<file path="src/rtl/hazard_pkg.sv">
// rtl/hazard_pkg.sv - shared types and widths for the pipeline hazard controller
package hazard_pkg;

    typedef enum logic {
        RUN      = 1'b0,
        MEM_WAIT = 1'b1
    } state_t;

    localparam int REG_W       = 5;
    localparam int CNT_W       = 4;
    localparam int STALL_CNT_W = 32;

endpackage

</file>
<file path="src/rtl/stall_timer.sv">
// rtl/stall_timer.sv - loadable down-counter that idles at zero
module stall_timer
    import hazard_pkg::*;
(
    input  logic             clk,
    input  logic             rst,
    input  logic             load,
    input  logic [CNT_W-1:0] value,
    output logic [CNT_W-1:0] cnt,
    output logic             zero
);

    assign zero = (cnt == '0);

    always_ff @(posedge clk) begin
        if (rst) begin
            cnt <= '0;
        end else if (load) begin
            cnt <= value;
        end else if (!zero) begin
            cnt <= cnt - 1'b1;
        end
    end

endmodule

</file>
<file path="src/rtl/hazard_ctrl.sv">
// rtl/hazard_ctrl.sv - load-use/branch/memory-freeze stall controller with stall-cycle counter
module hazard_ctrl
    import hazard_pkg::*;
#(
    parameter int MEM_LAT = 3,
    parameter int REG_W   = hazard_pkg::REG_W
) (
    input  logic                   clk_i,
    input  logic                   rst_i,
    input  logic [REG_W-1:0]       ifid_rs_i,
    input  logic [REG_W-1:0]       ifid_rt_i,
    input  logic                   ifid_use_rt_i,
    input  logic                   idex_memread_i,
    input  logic [REG_W-1:0]       idex_rt_i,
    input  logic                   exmem_memreq_i,
    input  logic                   branch_taken_i,
    output logic                   pc_stall_o,
    output logic                   ifid_stall_o,
    output logic                   ifid_flush_o,
    output logic                   idex_stall_o,
    output logic                   idex_bubble_o,
    output logic                   exmem_stall_o,
    output logic                   memwb_bubble_o,
    output logic [STALL_CNT_W-1:0] stall_cnt_o
);

    localparam bit MULTI_CYCLE = (MEM_LAT > 1);
    // First freeze cycle is spent in RUN, so the timer only covers the rest.
    localparam int LOAD_VAL = MULTI_CYCLE ? (MEM_LAT - 2) : 0;

    state_t                  state;
    logic [CNT_W-1:0]        cnt;
    logic                    cnt_zero;
    logic                    start_wait;
    logic                    freeze;
    logic                    rt_match;
    logic                    lu;
    logic                    flush;
    logic [STALL_CNT_W-1:0]  stall_cnt_q;

    assign start_wait = !rst_i && (state == RUN) && exmem_memreq_i && MULTI_CYCLE;

    stall_timer u_stall_timer (
        .clk   (clk_i),
        .rst   (rst_i),
        .load  (start_wait),
        .value (CNT_W'(LOAD_VAL)),
        .cnt   (cnt),
        .zero  (cnt_zero)
    );

    assign freeze = start_wait || (!rst_i && (state == MEM_WAIT) && !cnt_zero);

    assign rt_match = (idex_rt_i == ifid_rs_i) || (ifid_use_rt_i && (idex_rt_i == ifid_rt_i));
    assign lu       = !rst_i && !freeze && idex_memread_i && (idex_rt_i != '0) && rt_match;
    assign flush    = !rst_i && !freeze && !lu && branch_taken_i;

    assign pc_stall_o     = freeze || lu;
    assign ifid_stall_o   = freeze || lu;
    assign ifid_flush_o   = flush;
    assign idex_stall_o   = freeze;
    assign idex_bubble_o  = lu;
    assign exmem_stall_o  = freeze;
    assign memwb_bubble_o = freeze;
    assign stall_cnt_o    = stall_cnt_q;

    // The request seen on the completion cycle belongs to the finishing access.
    always_ff @(posedge clk_i) begin
        if (rst_i) begin
            state <= RUN;
        end else begin
            case (state)
                RUN:      if (start_wait) state <= MEM_WAIT;
                MEM_WAIT: if (cnt_zero) state <= RUN;
                default:  state <= RUN;
            endcase
        end
    end

    always_ff @(posedge clk_i) begin
        if (rst_i) begin
            stall_cnt_q <= '0;
        end else if (pc_stall_o) begin
            stall_cnt_q <= stall_cnt_q + 1'b1;
        end
    end

endmodule

</file>
<file path="config.mk">
export PLATFORM = sky130hd
export DESIGN_NAME = hazard_ctrl
export DESIGN_NICKNAME = d
export VERILOG_FILES = /design/src/rtl/hazard_pkg.sv /design/src/rtl/stall_timer.sv /design/src/rtl/hazard_ctrl.sv
export SDC_FILE = /design/constraint.sdc
export NUM_CORES = 1
export LEC_CHECK = 0
export ABC_AREA = 1
export CORE_AREA = 4 4 99 91
export CTS_CLUSTER_SIZE = 25
export DETAILED_ROUTE_END_ITERATION = 10
export DIE_AREA = 0 0 103 95
export GPL_ROUTABILITY_DRIVEN = 0
export SKIP_CTS_REPAIR_TIMING = 1
export SYNTH_ARGS = -nofsm -noshare
export SYNTH_HDL_FRONTEND = slang
export SYNTH_HIERARCHICAL = 1
export SYNTH_SLANG_ARGS = --single-unit
</file>
<file path="constraint.sdc">
create_clock -name clk_i -period 5.7 [get_ports clk_i]
set_input_delay 1.425 -clock clk_i [delete_from_list [all_inputs] [get_ports clk_i]]
set_output_delay 1.425 -clock clk_i [all_outputs]
set_load 0.05 [all_outputs]
</file>
### After elaboration in Yosys (flattened, before gate mapping)

Cells that the tools add are included.

| operators by class | value |
|---|---|
| add/subtract/negate cells | 2 |
| bitwise logic cells | 1 |
| reduce and logical (&&, ||, !) cells | 21 |
| muxes and demuxes | 5 |
| equality and inequality tests | 3 |

Operators with widths:

| kind | count |
|---|---|
| 32-bit by 1-bit adder with 32-bit output (second input constant) | 1 |
| 1-bit logical AND | 11 |
| 5-bit equality test | 2 |
| 5-bit nonzero test | 1 |
| 1-bit zero test | 4 |
| 4-bit zero test | 1 |
| 1-bit 2-to-1 mux | 4 |
| 4-bit by 1-bit subtractor with 4-bit output (second input constant) | 1 |
| 1-bit logical OR | 3 |
| 2-bit != test (second input constant) | 1 |
| 1-bit one-hot mux with 2 select lines | 1 |
| 2-bit OR reduction | 1 |
| 1-bit NOT | 1 |

| word-level totals | value |
|---|---|
| input bits | 21 |
| word-level logic and storage cells | 36 |
| flip-flop bits (word level) | 37 |

### Logic depth before layout (Yosys ltp)

Gate-level depths: netlist of run 1.

| logic depth | value |
|---|---|
| depth after elaboration | 12 |
| gate-level depth with buffers | 13 |

### By module

The synthesis of run 1 kept the hierarchy.

By module, submodules not included:

| module | times used | cells an instance | area an instance (µm²) | seq. area each (µm²) |
|---|---|---|---|---|
| hazard_ctrl | 1 | 406 | 2484.9 | 660.6 |
| stall_timer | 1 | 42 | 256.5 | 80.1 |

### Least setup slack after synthesis of run 1

No wires, ideal clock.

| timing | value |
|---|---|
| kind | input-to-output |
| start | input port rst_i |
| end | output port pc_stall_o |
| setup slack | 1287 ps |
| stages | 8 |
| path buffers | 3 |
| arrival time | 2988 ps |
| cells stage by stage | buf_6 nor2_4 nand2_4 a21oi_2 inv_2 nand2_4 buf_8 buf_4 |

| on the way | value |
|---|---|
| longest elaborated chain between the ends | 10 |

RTL lines:

| what | RTL line | text |
|---|---|---|
| start, declared | hazard_ctrl.sv:9 | `input logic rst_i,` |
| 1-bit zero test (*) | hazard_ctrl.sv:41, hazard_ctrl.sv:52 |  |
| 1-bit logical AND (on tied branches) (2 in series) | hazard_ctrl.sv:41, hazard_ctrl.sv:52 |  |
| 1-bit logical OR (*) | hazard_ctrl.sv:52 | `assign freeze = start_wait \|\| (!rst_i && (state == MEM_WAIT) && !cnt_zero);` |
| named net exmem_stall_o | hazard_ctrl.sv:22 | `output logic exmem_stall_o,` |
| 1-bit zero test | hazard_ctrl.sv:55 | `assign lu = !rst_i && !freeze && idex_memread_i && (idex_rt_i != '0) && rt_match;` |
| 1-bit logical AND (4 in series) | hazard_ctrl.sv:55 |  |
| 1-bit logical OR (*) | n/a |  |
| end, declared | hazard_ctrl.sv:17 | `output logic pc_stall_o,` |

The timed path passes the listed nets; every way through them passes the cells marked *.

### Worst setup path after layout of run 1

| timing | value |
|---|---|
| start | input port rst_i |
| end | output port ifid_stall_o |

| on the way | value |
|---|---|
| longest elaborated chain between the ends | 10 |

RTL lines:

| what | RTL line | text |
|---|---|---|
| 1-bit zero test (*) | hazard_ctrl.sv:41, hazard_ctrl.sv:52, hazard_ctrl.sv:55 |  |
| 1-bit logical AND (on tied branches) (2 in series) | hazard_ctrl.sv:41, hazard_ctrl.sv:52 |  |
| 1-bit logical OR | hazard_ctrl.sv:52 |  |
| 1-bit zero test | hazard_ctrl.sv:55 |  |
| 1-bit logical AND (4 in series) | hazard_ctrl.sv:55 |  |
| 1-bit logical OR (*) | hazard_ctrl.sv:59 | `assign ifid_stall_o = freeze \|\| lu;` |
| end, declared | hazard_ctrl.sv:18 | `output logic ifid_stall_o,` |

Every way passes the cells marked *; elsewhere a longest branch is shown, timed or not.

==> impl_metrics.ini, run 1 <==
[detailed_routing]
drt_iter0_drc = 126
wl_mm = 7.239
antenna_left = 0
top_layer_used = met4
drcViolationCount = 0
dr.pass1.iters = 6
num_vias = 2875
vias_per_cell = 4.784
wl_met2_mm = 3.348
wl_met3_um = 381
wl_per_cell_um = 12.04
met1_length_mm = 3.435

[synthesis]
synth_mux_area_share_pct = 0
ys.flop_type = dfxtp_1
synth_seq_cells = 37
synth_edf_count = 0
syn_avg_cell_area_um2 = 6.119
synthArstFlopShare_pct = 0
synth-simple-area-share_pct = 49.34
synth_top_family_by_area = simple AND/OR/NAND/NOR gates
synth_cell_types = 28
synth_compound_area_share_pct = 8.672
synth.area.top_cells = dfxtp_1 27%, nand2_1 22%, nor2_1 7.9%
synth_seq_area_share_pct = 27.02
yosysWarnings = 6
yosysTopAreaCell = dfxtp_1
synth_xor_area_share_pct = 5.112
synth_fa_ha_area_share_pct = 0.9128
synth.cell_area_um2 = 2741
synthTopCellsByCount = 158 x nand2_1, 58 x nor2_1, 40 x nand3_1
synth_most_common_cell = nand2_1
syn_inst = 448
synth_top_area_share_pct = 27.02

[critical_path]
reg2reg_from = u_stall_timer/cnt[0]
cp.required_ns = 4.28
criticalPathCategory = primary input to primary output
crit_arrival_ns = 3.40
worstReg2RegEnd = stall_cnt_o[9]
r2r_cells = 11
worst-path-max-fanout = 34
cp-end-kind = primary output
critPathLaunchType = primary input
rrSetupSlack_ns = 3.40

[sta]
rsz0062_at_grt = false
fmax_mhz = 207.4
setup_tns_ns = 0
finalHoldViolCount = 0
relSlewSlack_pct = 62.44
fin_crit_sh_pct = 84.58
clock_skew_ns = 0.005890
finalWorstSetupSlack_ns = 0.8790
period_needed_ns = 4.821
worstMarginPinSlew_ns = 0.5626
setup_viol_count_final = 0
drv_slew = 0

[grt]
grt_max_degree = 35
grt_pass1_vias = 2770
grt_pass1_wl_mm = 12.57
antenna_found_initial = 0
track_usage_pct = 15.94
overflow = 0

[pwr]
power.total_mw = 0.6731
power_leakage_nw = 1.330
ir_worst_vdd_mv = 0.1494
power.density_nw_per_um2 = 193.0

[cells_and_area]
diodes = 0
finish.utilization_pct = 43.64
area_growth_pct = 27.20
fin_nets = 525
final_layout_size_suffix_gt1_share_pct = 11.75

[clock_network]
clk_latency_ns = 0.29
clk_path_buf_depth = 2
cts_tree = built
cts_buffers = 5
path_clk_slew_ns = 0.07
cts.sink_count = 37
cts_root_buf = clkbuf_8
htree_levels = 2

[floorplanning]
dieArea_um2 = 9785
core_um2 = 7990
die_h_um = 95
start_util_pct = 34.31
row_count = 31
die_w_um = 103
io_pins = 60

[hold_path]
holdCritPathClass = register to register
min_path_cells = 2
hold_path_end = u_stall_timer/cnt[0]
hp-start = u_stall_timer/cnt[0]

[run_status]
outcome = finished, final reports clean

[placed_design]
dp_slack_ns = 0.8325
hpwl_mm = 5.571
portBuffers = 59

[job]
maxCapViolCount = 0
==> cell families after synthesis <==
family | count (synthesis)
compound gates | 40
xor+xnor | 16
fa+ha+maj | 2
buf+inv | 50
flops | 37
other cells | 2
simple gates | 301
==> metal layers <==
layer	vias up	GRT usage (%)
met5	-	0
met2	60	26.66
met4	0	3.883
met1	1295	21.24
li1	1513	-
met3	7	2.733
==> flip-flops by register name, summed over array words and instances (netlist names) <==
signal,count
u_stall_timer/cnt,4
state,1
stall_cnt_o,32
==> stage by stage <==
step | instances | cell area (um2) | hold WS [ns]
final | 601 | 3487 | 0.5057
after global routing | 601 | 3487 | 0.5381
after CTS | 601 | 3487 | 0.5098
after detailed placement | 594 | 3401 | 0.4986
after global placement | 594 | 3401 | 0.5049
after floorplan | 450 | 2749 | 0.4684
==> final cells by class <==
cell class / count / area [um2]
flip-flops and latches: 37 / 740.7
clock buffers: 7 / 86.33
repair buffers: 61 / 638.1
fillers: 864 / 4503
inverters: 34 / 127.6
well taps: 99 / 123.9
multi-input cells: 363 / 1770
==> worst max-delay path, stage by stage <==
cell and delay (ns):
clkdlybuf4s50_1 0.65, nor2_4 0.06, nand2_4 0.08, a21oi_2 0.08
inv_2 0.44, nand2_4 0.38, buf_12 0.27
==> cells in the final DEF (no fill, tap or decap), drive strengths merged <==
cell type,Yosys,layout
nand2,174,174
nor2,68,68
clkdlybuf4s50,0,52
nand3,41,41
a21oi,38,38
dfxtp,37,37
inv,34,34
nand3b,14,14
xor2,11,11
buf,13,9
clkbuf,3,7
xnor2,5,5
conb,2,4
nand4,3,3
o21ai,2,2
ha,2,2
or2,1,1
==> worst max path at each step <==
stage	from	to
after floorplan	rst_i	pc_stall_o
after global placement	rst_i	ifid_stall_o
after detailed placement	rst_i	ifid_stall_o
after CTS	rst_i	ifid_stall_o
after global routing	rst_i	ifid_stall_o
final	rst_i	ifid_stall_o
==> power breakdown <==
| group | internal (mW) | switching (mW) | leakage (nW) | total (mW) |
|---|---|---|---|---|
| combinational | 0.0726 | 0.125 | 0.986 | 0.198 |
| clock | 0.0960 | 0.0933 | 0.0443 | 0.189 |
| sequential | 0.273 | 0.0131 | 0.299 | 0.286 |
| total | 0.442 | 0.232 | 1.33 | 0.673 |
Note: power is estimated with default switching activity, not from simulation.
==> run 2, diff against run 1 <==
==> constraint.sdc (replaced) <==
create_clock -name clk_i -period 4.1 [get_ports clk_i]
set_input_delay 1.025 -clock clk_i [delete_from_list [all_inputs] [get_ports clk_i]]
set_output_delay 1.025 -clock clk_i [all_outputs]
set_load 0.05 [all_outputs]
==> run 2 against run 1 <==
Compared with the run above: combinational power is 48% higher; critical path depth up 2; non-clock buffer count is 3 higher; register-to-register slack worse by 1.5 ns; cell area rose by 1.7%; clock skew rose by 0.0056 ns; sequential power grew 39%; global-route usage fell by 0.096 points; first-iteration DRC count up 49%; wire length is 3.1% higher; critical path type unchanged; critical endpoint is now ifid_flush_o.
==> impl_metrics.ini, run 2 (synthesized netlist as in run 1, its figures left out) <==
[critical_path]
cp.required_ns = 3.07
reg2reg_from = u_stall_timer/cnt[0]
worstReg2RegEnd = stall_cnt_o[15]
crit_chain = clkdlybuf4s50_1, nor2_4, nand2_4, nand3b_2, nor2_2, nand2_4, nand2_1, nor2_1, buf_12
worst-path-max-fanout = 7
startpoint = rst_i
cp-end-kind = primary output
cp_top_family = buffers and inverters
crit_arrival_ns = 2.45
r2r_cells = 13
cpPeakStageDelay_ns = 0.55
endpoint = ifid_flush_o
rrSetupSlack_ns = 1.91
critical-path-slowest-cell = clkdlybuf4s50_1
cp.depth = 9
crit_buf_inv = 2
criticalPathCategory = primary input to primary output
critPathLaunchType = primary input
crit_top_cell = nand2_4

[cells_and_area]
largest_register_ffs = 32
layout_commonest_cell = nand2_1
area_growth_pct = 29.39
fin_nets = 528
final_layout_size_suffix_gt1_share_pct = 12.28
diodes = 0
nFillCells = 829
mostFrequentLayoutCells = 158 x nand2_1, 58 x nor2_1, 52 x clkdlybuf4s50_1, 40 x nand3_1, 37 x dfxtp_1

[sta]
worstMarginPinSlew_ns = 0.5405
setup_viol_count_final = 0
drv_slew = 0
fmax_mhz = 287.7
fin_crit_sh_pct = 84.79
period_needed_ns = 3.476
finalHoldViolCount = 0
relSlewSlack_pct = 63.86
clock_skew_ns = 0.01147
setup_tns_ns = 0
rsz0062_at_grt = false

[grt]
track_usage_pct = 15.85
overflow = 0
grt_pass1_wl_mm = 12.45
grt_pass1_vias = 2610
antenna_found_initial = 0
grt_max_degree = 33

[floorplanning]
io_pins = 60
die_w_um = 103
die_h_um = 95
start_util_pct = 34.31
core_um2 = 7990
dieArea_um2 = 9785
row_count = 31

[detailed_routing]
drcViolationCount = 0
vias_per_cell = 4.800
wl_mm = 7.467
antenna_left = 0
wl_per_cell_um = 12.36
num_vias = 2899
drt_iter0_drc = 188
dr.pass1.iters = 4

[job]
maxCapViolCount = 0

[pwr]
ir_worst_vdd_mv = 0.2900
share_comb_of_total_power_pct = 30.7
power.density_nw_per_um2 = 268.6
power.total_mw = 0.9528
swShare_pct = 34.09
p_sw_mw = 0.3248
power_frac_seq_pct = 41.7
power.internal_mw = 0.6280
power_leakage_nw = 1.354
power_frac_clock_pct = 27.5

[run_status]
outcome = finished, final reports clean

[placed_design]
hpwl_mm = 5.752
portBuffers = 59

[clock_network]
clk_latency_ns = 0.29
cts_buffers = 5
path_clk_slew_ns = 0.07
cts.sink_count = 37
cts_tree = built
cts_root_buf = clkbuf_8
htree_levels = 2
clk_path_buf_depth = 2

[hold_path]
holdCritPathClass = register to register
## run 2: cell type report
class / count / area, um2 / share of cell area (%)
tap: 99 / 123.9 / 3.492
sequential: 37 / 740.7 / 20.88
timing repair buffer: 64 / 698.2 / 19.68
inverter: 34 / 127.6 / 3.598
clock buffer: 7 / 86.33 / 2.434
multi-input combinational: 363 / 1770 / 49.91
## run 2: worst min-delay path, delay by kind of cell (launching register included)
kind | cells | cell delay [ns]
compound gates | 1 | 0.06
flops | 1 | 0.32
simple gates | 1 | 0.08
## run 2: per-layer routing
metal / global-route usage [%] / up-vias / share of wire [%]
met4: 3.236 / 0 / 0.46
met5: 0 / - / 0
li1: - / 1512 / -
met3: 3.250 / 2 / 6.1
met1: 22.37 / 1319 / 47
met2: 24.89 / 66 / 47
## run 2: worst min-delay path by stage
stage                     slack, ns                   end                 start  cells past startpoint
after floorplan                0.47  u_stall_timer/cnt[0]  u_stall_timer/cnt[0]                      2
after global placement         0.50  u_stall_timer/cnt[0]  u_stall_timer/cnt[0]                      2
after detailed placement       0.51  u_stall_timer/cnt[0]  u_stall_timer/cnt[0]                      2
after CTS                      0.52  u_stall_timer/cnt[0]  u_stall_timer/cnt[0]                      2
after global routing           0.55  u_stall_timer/cnt[0]  u_stall_timer/cnt[0]                      2
final                          0.51  u_stall_timer/cnt[0]  u_stall_timer/cnt[0]                      2
## run 2: power by group through the flow
stage | clock network, mW | logic [mW] | registers (mW)
final | 0.263 | 0.293 | 0.398
after CTS | 0.276 | 0.295 | 0.398
after global placement | 0 | 0.290 | 0.406
after floorplan | 0 | 0.208 | 0.408
after detailed placement | 0 | 0.294 | 0.407
after global routing | 0.289 | 0.332 | 0.401
## run 2: per-stage QoR
| stage | instances | utilization (%) | area (um2) | worst slack (ns) | hold WS, ns |
|---|---|---|---|---|---|
| after CTS | 604 | 44.39 | 3547 | 0.5932 | 0.5184 |
| after global placement | 597 | 43.31 | 3461 | 0.6362 | 0.5049 |
| after floorplan | 450 | - | 2749 | 0.4866 | 0.4684 |
| after global routing | 604 | 44.39 | 3547 | 0.5033 | 0.5451 |
| after detailed placement | 597 | 43.31 | 3461 | 0.5969 | 0.5075 |
| final | 604 | 44.39 | 3547 | 0.6237 | 0.5106 |
